[src/rtl/pipeline_hazard_ctrl_if.sv]
// Handshake bundle between the pipeline datapath and the hazard controller.
// PIPE_CTRL_STATS_EN adds the stall_cycles/flush_events statistics signals.
interface pipeline_hazard_ctrl_if;
    logic [4:0]  rs_ID;
    logic [4:0]  rt_ID;
    logic        uses_rt_ID;
    logic        MemRead_EX;
    logic [4:0]  rtd_EX;
    logic        Branch_MEM;
    logic        Zero_MEM;
    logic        jump_MEM;
    logic        MemRead_MEM;
    logic        MemWrite_MEM;
    logic        mem_ack;
    logic        PC_Write;
    logic        IF_ID_Write;
    logic        ID_EX_Write;
    logic        EX_MEM_Write;
    logic        IF_Flush;
    logic        ID_Flush;
    logic        EX_Flush;
    logic        MEM_WB_Bubble;
    logic        mem_err;
    logic [1:0]  ctrl_state;
`ifdef PIPE_CTRL_STATS_EN
    logic [15:0] stall_cycles;
    logic [15:0] flush_events;
`endif

    modport master (
        input  rs_ID, rt_ID, uses_rt_ID, MemRead_EX, rtd_EX,
        input  Branch_MEM, Zero_MEM, jump_MEM,
        input  MemRead_MEM, MemWrite_MEM, mem_ack,
        output PC_Write, IF_ID_Write, ID_EX_Write, EX_MEM_Write,
        output IF_Flush, ID_Flush, EX_Flush, MEM_WB_Bubble,
        output mem_err, ctrl_state
`ifdef PIPE_CTRL_STATS_EN
        , output stall_cycles, flush_events
`endif
    );

    modport slave (
        output rs_ID, rt_ID, uses_rt_ID, MemRead_EX, rtd_EX,
        output Branch_MEM, Zero_MEM, jump_MEM,
        output MemRead_MEM, MemWrite_MEM, mem_ack,
        input  PC_Write, IF_ID_Write, ID_EX_Write, EX_MEM_Write,
        input  IF_Flush, ID_Flush, EX_Flush, MEM_WB_Bubble,
        input  mem_err, ctrl_state
`ifdef PIPE_CTRL_STATS_EN
        , input stall_cycles, flush_events
`endif
    );
endinterface

[src/rtl/pipeline_hazard_ctrl.sv]
// Stall/flush sequencer for the 5-stage pipeline: load-use stalls, MEM redirects,
// memory-wait freeze with timeout. PIPE_CTRL_STATS_EN enables stall/flush counters.
module pipeline_hazard_ctrl #(
    parameter int unsigned LOAD_STALL_CYCLES = 1,
    parameter int unsigned MEM_TIMEOUT       = 16
) (
    input logic                    clock,
    input logic                    reset,
    pipeline_hazard_ctrl_if.master hz
);

    typedef enum logic [1:0] {
        RUN        = 2'd0,
        LOAD_STALL = 2'd1,
        MEM_WAIT   = 2'd2
    } state_e;

    localparam logic [2:0] STALL_INIT = 3'(LOAD_STALL_CYCLES - 1);
    localparam logic [7:0] TIMEOUT_V  = 8'(MEM_TIMEOUT);

    state_e     state_q, state_d, eff_state;
    logic [2:0] stall_cnt_q, stall_cnt_d;
    logic [7:0] wait_cnt_q, wait_cnt_d;
    logic       mem_err_q, mem_err_d;
    logic       mem_busy, taken, hazard, timeout_rel, freeze;
    logic       stall_act, stall_out, redirect_out;

    assign mem_busy = (hz.MemRead_MEM | hz.MemWrite_MEM) & ~hz.mem_ack;
    assign taken    = (hz.Branch_MEM & hz.Zero_MEM) | hz.jump_MEM;
    assign hazard   = hz.MemRead_EX && (hz.rtd_EX != 5'd0) &&
                      ((hz.rtd_EX == hz.rs_ID) || (hz.uses_rt_ID && (hz.rtd_EX == hz.rt_ID)));

    assign timeout_rel = (state_q == MEM_WAIT) && (MEM_TIMEOUT != 0) &&
                         (wait_cnt_q == TIMEOUT_V) && mem_busy;
    assign freeze      = mem_busy && !timeout_rel;

    // The release cycle of MEM_WAIT behaves like the state that was interrupted,
    // so a pending or newly seen load-use hazard still stalls there.
    always_comb begin
        case (state_q)
            LOAD_STALL: eff_state = LOAD_STALL;
            MEM_WAIT:   eff_state = (stall_cnt_q != '0) ? LOAD_STALL : RUN;
            default:    eff_state = RUN;
        endcase
    end

    assign stall_act = ((eff_state == RUN) && hazard) || (eff_state == LOAD_STALL);

    always_comb begin
        state_d     = state_q;
        stall_cnt_d = stall_cnt_q;
        wait_cnt_d  = wait_cnt_q;
        mem_err_d   = mem_err_q | timeout_rel;
        if (freeze) begin
            if (state_q == MEM_WAIT) begin
                wait_cnt_d = wait_cnt_q + 8'd1;
            end else begin
                state_d    = MEM_WAIT;
                wait_cnt_d = 8'd1;
            end
        end else begin
            wait_cnt_d = '0;
            state_d    = RUN;
            if (taken) begin
                stall_cnt_d = '0;
            end else if (eff_state == LOAD_STALL) begin
                if (stall_cnt_q != '0) stall_cnt_d = stall_cnt_q - 3'd1;
                if (stall_cnt_q > 3'd1) state_d = LOAD_STALL;
            end else if (hazard) begin
                stall_cnt_d = STALL_INIT;
                if (STALL_INIT != '0) state_d = LOAD_STALL;
            end
        end
    end

    always_ff @(posedge clock or negedge reset) begin
        if (!reset) begin
            state_q     <= RUN;
            stall_cnt_q <= '0;
            wait_cnt_q  <= '0;
            mem_err_q   <= 1'b0;
        end else begin
            state_q     <= state_d;
            stall_cnt_q <= stall_cnt_d;
            wait_cnt_q  <= wait_cnt_d;
            mem_err_q   <= mem_err_d;
        end
    end

    assign redirect_out = reset && !freeze && taken;
    assign stall_out    = reset && !freeze && !taken && stall_act;

    always_comb begin
        hz.PC_Write      = 1'b0;
        hz.IF_ID_Write   = 1'b0;
        hz.ID_EX_Write   = 1'b0;
        hz.EX_MEM_Write  = 1'b0;
        hz.IF_Flush      = 1'b0;
        hz.ID_Flush      = 1'b0;
        hz.EX_Flush      = 1'b0;
        hz.MEM_WB_Bubble = 1'b0;
        if (reset) begin
            if (freeze) begin
                hz.MEM_WB_Bubble = 1'b1;
            end else begin
                hz.ID_EX_Write  = 1'b1;
                hz.EX_MEM_Write = 1'b1;
                hz.PC_Write     = !stall_out;
                hz.IF_ID_Write  = !stall_out;
                hz.IF_Flush     = redirect_out;
                hz.ID_Flush     = redirect_out || stall_out;
                hz.EX_Flush     = redirect_out;
            end
        end
    end

    assign hz.mem_err    = mem_err_q;
    assign hz.ctrl_state = state_q;

`ifdef PIPE_CTRL_STATS_EN
    logic [15:0] stall_cycles_q, stall_cycles_d;
    logic [15:0] flush_events_q, flush_events_d;

    always_comb begin
        stall_cycles_d = stall_cycles_q;
        flush_events_d = flush_events_q;
        if (stall_out && (stall_cycles_q != '1))    stall_cycles_d = stall_cycles_q + 16'd1;
        if (redirect_out && (flush_events_q != '1)) flush_events_d = flush_events_q + 16'd1;
    end

    always_ff @(posedge clock or negedge reset) begin
        if (!reset) begin
            stall_cycles_q <= '0;
            flush_events_q <= '0;
        end else begin
            stall_cycles_q <= stall_cycles_d;
            flush_events_q <= flush_events_d;
        end
    end

    assign hz.stall_cycles = stall_cycles_q;
    assign hz.flush_events = flush_events_q;
`endif

endmodule
[src/flat_wrapper.sv]
// flat-port wrapper written by rule: the top's interface ports become plain ports
module pipeline_hazard_ctrl_flat 
#(
    parameter int unsigned LOAD_STALL_CYCLES = 1,
    parameter int unsigned MEM_TIMEOUT       = 16
)
  (clock, reset, hz_rs_ID, hz_rt_ID, hz_uses_rt_ID, hz_MemRead_EX, hz_rtd_EX, hz_Branch_MEM, hz_Zero_MEM, hz_jump_MEM, hz_MemRead_MEM, hz_MemWrite_MEM, hz_mem_ack, hz_PC_Write, hz_IF_ID_Write, hz_ID_EX_Write, hz_EX_MEM_Write, hz_IF_Flush, hz_ID_Flush, hz_EX_Flush, hz_MEM_WB_Bubble, hz_mem_err, hz_ctrl_state);
  pipeline_hazard_ctrl_if hz_i ();
  input logic clock;
  input logic reset;
  input wire logic [$bits(hz_i.rs_ID)-1:0] hz_rs_ID;
  input wire logic [$bits(hz_i.rt_ID)-1:0] hz_rt_ID;
  input wire logic [$bits(hz_i.uses_rt_ID)-1:0] hz_uses_rt_ID;
  input wire logic [$bits(hz_i.MemRead_EX)-1:0] hz_MemRead_EX;
  input wire logic [$bits(hz_i.rtd_EX)-1:0] hz_rtd_EX;
  input wire logic [$bits(hz_i.Branch_MEM)-1:0] hz_Branch_MEM;
  input wire logic [$bits(hz_i.Zero_MEM)-1:0] hz_Zero_MEM;
  input wire logic [$bits(hz_i.jump_MEM)-1:0] hz_jump_MEM;
  input wire logic [$bits(hz_i.MemRead_MEM)-1:0] hz_MemRead_MEM;
  input wire logic [$bits(hz_i.MemWrite_MEM)-1:0] hz_MemWrite_MEM;
  input wire logic [$bits(hz_i.mem_ack)-1:0] hz_mem_ack;
  output wire logic [$bits(hz_i.PC_Write)-1:0] hz_PC_Write;
  output wire logic [$bits(hz_i.IF_ID_Write)-1:0] hz_IF_ID_Write;
  output wire logic [$bits(hz_i.ID_EX_Write)-1:0] hz_ID_EX_Write;
  output wire logic [$bits(hz_i.EX_MEM_Write)-1:0] hz_EX_MEM_Write;
  output wire logic [$bits(hz_i.IF_Flush)-1:0] hz_IF_Flush;
  output wire logic [$bits(hz_i.ID_Flush)-1:0] hz_ID_Flush;
  output wire logic [$bits(hz_i.EX_Flush)-1:0] hz_EX_Flush;
  output wire logic [$bits(hz_i.MEM_WB_Bubble)-1:0] hz_MEM_WB_Bubble;
  output wire logic [$bits(hz_i.mem_err)-1:0] hz_mem_err;
  output wire logic [$bits(hz_i.ctrl_state)-1:0] hz_ctrl_state;
  assign hz_i.rs_ID = hz_rs_ID;
  assign hz_i.rt_ID = hz_rt_ID;
  assign hz_i.uses_rt_ID = hz_uses_rt_ID;
  assign hz_i.MemRead_EX = hz_MemRead_EX;
  assign hz_i.rtd_EX = hz_rtd_EX;
  assign hz_i.Branch_MEM = hz_Branch_MEM;
  assign hz_i.Zero_MEM = hz_Zero_MEM;
  assign hz_i.jump_MEM = hz_jump_MEM;
  assign hz_i.MemRead_MEM = hz_MemRead_MEM;
  assign hz_i.MemWrite_MEM = hz_MemWrite_MEM;
  assign hz_i.mem_ack = hz_mem_ack;
  assign hz_PC_Write = hz_i.PC_Write;
  assign hz_IF_ID_Write = hz_i.IF_ID_Write;
  assign hz_ID_EX_Write = hz_i.ID_EX_Write;
  assign hz_EX_MEM_Write = hz_i.EX_MEM_Write;
  assign hz_IF_Flush = hz_i.IF_Flush;
  assign hz_ID_Flush = hz_i.ID_Flush;
  assign hz_EX_Flush = hz_i.EX_Flush;
  assign hz_MEM_WB_Bubble = hz_i.MEM_WB_Bubble;
  assign hz_mem_err = hz_i.mem_err;
  assign hz_ctrl_state = hz_i.ctrl_state;
  pipeline_hazard_ctrl #(.LOAD_STALL_CYCLES(LOAD_STALL_CYCLES), .MEM_TIMEOUT(MEM_TIMEOUT)) u_core (.clock(clock), .reset(reset), .hz(hz_i));
endmodule
[config.mk]
export PLATFORM = sky130hd
export DESIGN_NAME = pipeline_hazard_ctrl_flat
export DESIGN_NICKNAME = d
export VERILOG_FILES = /design/src/rtl/pipeline_hazard_ctrl_if.sv /design/src/rtl/pipeline_hazard_ctrl.sv /design/src/flat_wrapper.sv
export SDC_FILE = /design/constraint.sdc
export NUM_CORES = 1
export LEC_CHECK = 0
export BUFFER_PORTS_ARGS = -buffer_cell sky130_fd_sc_hd__buf_2
export CORE_UTILIZATION = 52
export DETAILED_ROUTE_END_ITERATION = 12
export PLACE_DENSITY = 0.83
export SYNTH_ARGS = -nofsm -noshare
export SYNTH_HDL_FRONTEND = slang
export SYNTH_SLANG_ARGS = --single-unit
[constraint.sdc]
create_clock -name clock -period 5.5 [get_ports clock]
set_clock_uncertainty 0.2 [all_clocks]
set_input_delay 1.1 -clock clock [delete_from_list [all_inputs] [get_ports clock]]
set_output_delay 1.1 -clock clock [all_outputs]
set_load 0.1 [all_outputs]
==> qor.yml <==
timing:
  timing.final.crit_share_pct: 73.0
  hold_viol: 0
  rsz0062_at_grt: "no"
  finalSetupViolations: 0
  drv_slew: 0
  timing.slew.headroom_pct: 67.4
  fmax_mhz: 249
  fin_crit_ns: 4.02
  worst_slack_ns: 1.48
  tns_ns: 0
  worstMarginPinSlew_ns: 0.492
placed_design:
  post_dp_cell_area_mm2: 0.00121
  dp_worst_setup_slack_ns: 1.49
  port_buffers: 35
  place.gp.congestion: 0.881
  dp_hpwl_mm: 1.71
worst_hold_path:
  hold_path_class: "flip-flop to flip-flop"
  worstHoldStart: "u_core.hz.mem_err"
floorplan:
  dieArea_mm2: 0.00215
  pin_count: 36
  core_area_mm2: 0.00178
  num_rows: 15
  die_w_um: 46.3
  dieHeight_um: 46.3
  start_util_pct: 57.3
routing:
  viasPerCell: 5.27
  drt.antenna.violating_nets: 0
  met1_length_um: 935
  drt_pre_antenna_iters: 4
  avgRoutedWirePerCell_um: 12.6
  wl_met3_um: 78
  top_layer_used: "met4"
  routed_wl_mm: 2.13
  vias: 890
  drt_first_iter_violations: 16
  route.met2.wl_mm: 1.11
  drc: 0
cts:
  cts_max_level: 1
  cts-root-buf: "clkbuf_4"
  cts_tree: "built"
  cts_made_buffers: 3
  cts_setup_buffers: 0
  postCtsResizedCells: 0
  hold_buffers: 0
  insertion_delay_ns: 0.29
  clkSinkCount: 14
  path_clk_slew_ns: 0.09
  ctsLongestPathBuffers: 2
finish:
  n_fill_cell: 140
  final_nets: 177
  n_antenna_cell: 0
  area_growth_pct: 21.5
  fin_area_mm2: 0.00124
  drive_gt1_share_pct: 33.3
  fin_util_pct: 69.7
critical_path:
  timing.critical_path.mode_cell: "buf_2"
  path_buf_inv: 2
  cp-start-kind: "input pin"
  end_kind: "output pin"
  path_cells: "buf_2, or4_1, o21a_1, nand2b_1, a31o_1, buf_2"
  path_max_fanout: 3
  max_stage_delay_ns: 0.54
  worst_ep_arrival_time_ns: 2.72
  crit_path_top_delay_cell: "or4_1"
  critPathRequiredTime_ns: 4.20
  startpoint: "hz_rtd_EX[0]"
  timing.rr.start: "u_core.hz.ctrl_state[0]"
  path_class: "input pin to output pin"
  cp_top_family: "simple AND/OR/NAND/NOR gates"
logic_synthesis:
  async_flop_share_pct: 100
  synth_area_per_cell_um2: 9.47
  synth.most_common_cell: "dfrtp_1"
  ys_top_cells_by_count: "dfrtp_1 (14), xor2_1 (12), nor2_1 (9)"
  yosysTopAreaCell: "dfrtp_1"
  yosysSeqAreaShare_pct: 34.3
  syn_nets: 140
  synth-main-ff-cell: "dfrtp_1"
  synth_edf_count: 0
  synth_top_area_share_pct: 34.3
  netlist_instances: 108
  yosysWarnings: 0
  synth.cell_area_mm2: 0.00102
  ys_types: 36
  synth_seq_cells: 14
  synth_area_leaders: "dfrtp_1 (34%), xor2_1 (10%), ha_1 (8.6%)"
pwr:
  p_int_mw: 0.172
  seqPwrFrac_pct: 38.4
  p_leak_nw: 0.614
  switchingPower_mw: 0.110
  swShare_pct: 39.0
  power.total_mw: 0.283
  p_comb_share_pct: 34.0
  p_clk_share_pct: 27.5
  p_per_area_mw_per_mm2: 227
  peakVddDrop_mv: 0.115
global_routing:
  grt_pass1_vias: 848
  grt_pass1_wl_mm: 3.55
  overflow: 0
  groute.usage.overall_pct: 24.3
  antenna_found_initial: 0
  grt_max_degree: 17
status:
  outcome: "completed"
flow_run:
  max_cap_violations: 0
==> per-layer routing <==
layer,track usage [%],vias to the layer above
li1,-,445
met1,29.4,413
met2,41.1,30
met3,5.10,2
met4,10.0,0
met5,0,-
==> state kept, by name, indices dropped and copies added (netlist names) <==
signal and flops:
u_core.wait_cnt_q 8, u_core.stall_cnt_q 3, u_core.hz.ctrl_state 2, u_core.hz.mem_err 1
==> stage by stage <==
step	instances	hold slack (ns)
final	169	0.276
after global placement	165	0.253
after floorplan	108	0.280
after global routing	169	0.297
after detailed placement	165	0.257
after CTS	169	0.280
==> layout make-up <==
cell class	instances	area [um2]	share of cell area, %
repair buffers	35	175	14.1
clock buffers	4	36.3	2.92
inverters	8	30.0	2.42
well taps	25	31.3	2.52
multi-input cells	83	619	49.8
flip-flops and latches	14	350	28.2
==> cell families after synthesis <==
family	synth area share (%)
fa+ha+maj	8.57
simple gates	20.8
flops	34.3
buf+inv	5.14
compound gates	17.5
xor+xnor	13.7
==> worst register-to-register path, stage by stage, from the launching register on <==
cell and delay [ns]:
dfrtp_1 0.42, inv_1 0.07, ha_1 0.29, nor4b_4 0.38, a21oi_4 0.16, a22o_1 0.26
a21o_1 0.15
==> worst paths after layout <==
kind | end | slack (ns) | depth (start not counted)
worst min register to register | u_core.hz.mem_err | 0.28 | 1
worst max register to register | u_core.stall_cnt_q[2] | 3.48 | 6
worst max-delay path | hz_PC_Write | 1.48 | 6
worst min-delay path | u_core.hz.mem_err | 0.28 | 1
max in group asynchronous | u_core.wait_cnt_q[3] | 4.34 | 1
min in group asynchronous | u_core.hz.ctrl_state[1] | 0.50 | 1
==> power groups by stage <==
stage	Combinational (mW)	Clock (mW)	Sequential (mW)
3_5_place_dp	0.0962	0	0.111
6_report	0.0962	0.0778	0.109
3_3_place_gp	0.0942	0	0.110
4_1_cts	0.0968	0.0768	0.109
5_1_grt	0.104	0.0838	0.109
2_1_floorplan	0.0668	0	0.118
==> cell usage in the layout (no fill, tap or decap), types with 2 or more instances in the layout <==
cell and count:
o21bai_1 2, dfrtp_1 14, nand2_1 3, xor2_1 12
xnor2_1 4, o22ai_1 2, nand3_1 5, o21ai_0 4
ha_1 7, inv_1 8, nor2_1 9, o21a_1 2
a21oi_1 5, clkbuf_4 3, buf_2 35, nor3_1 2
nand2b_1 2, and3_1 5
(Power assumes the default switching activity.)
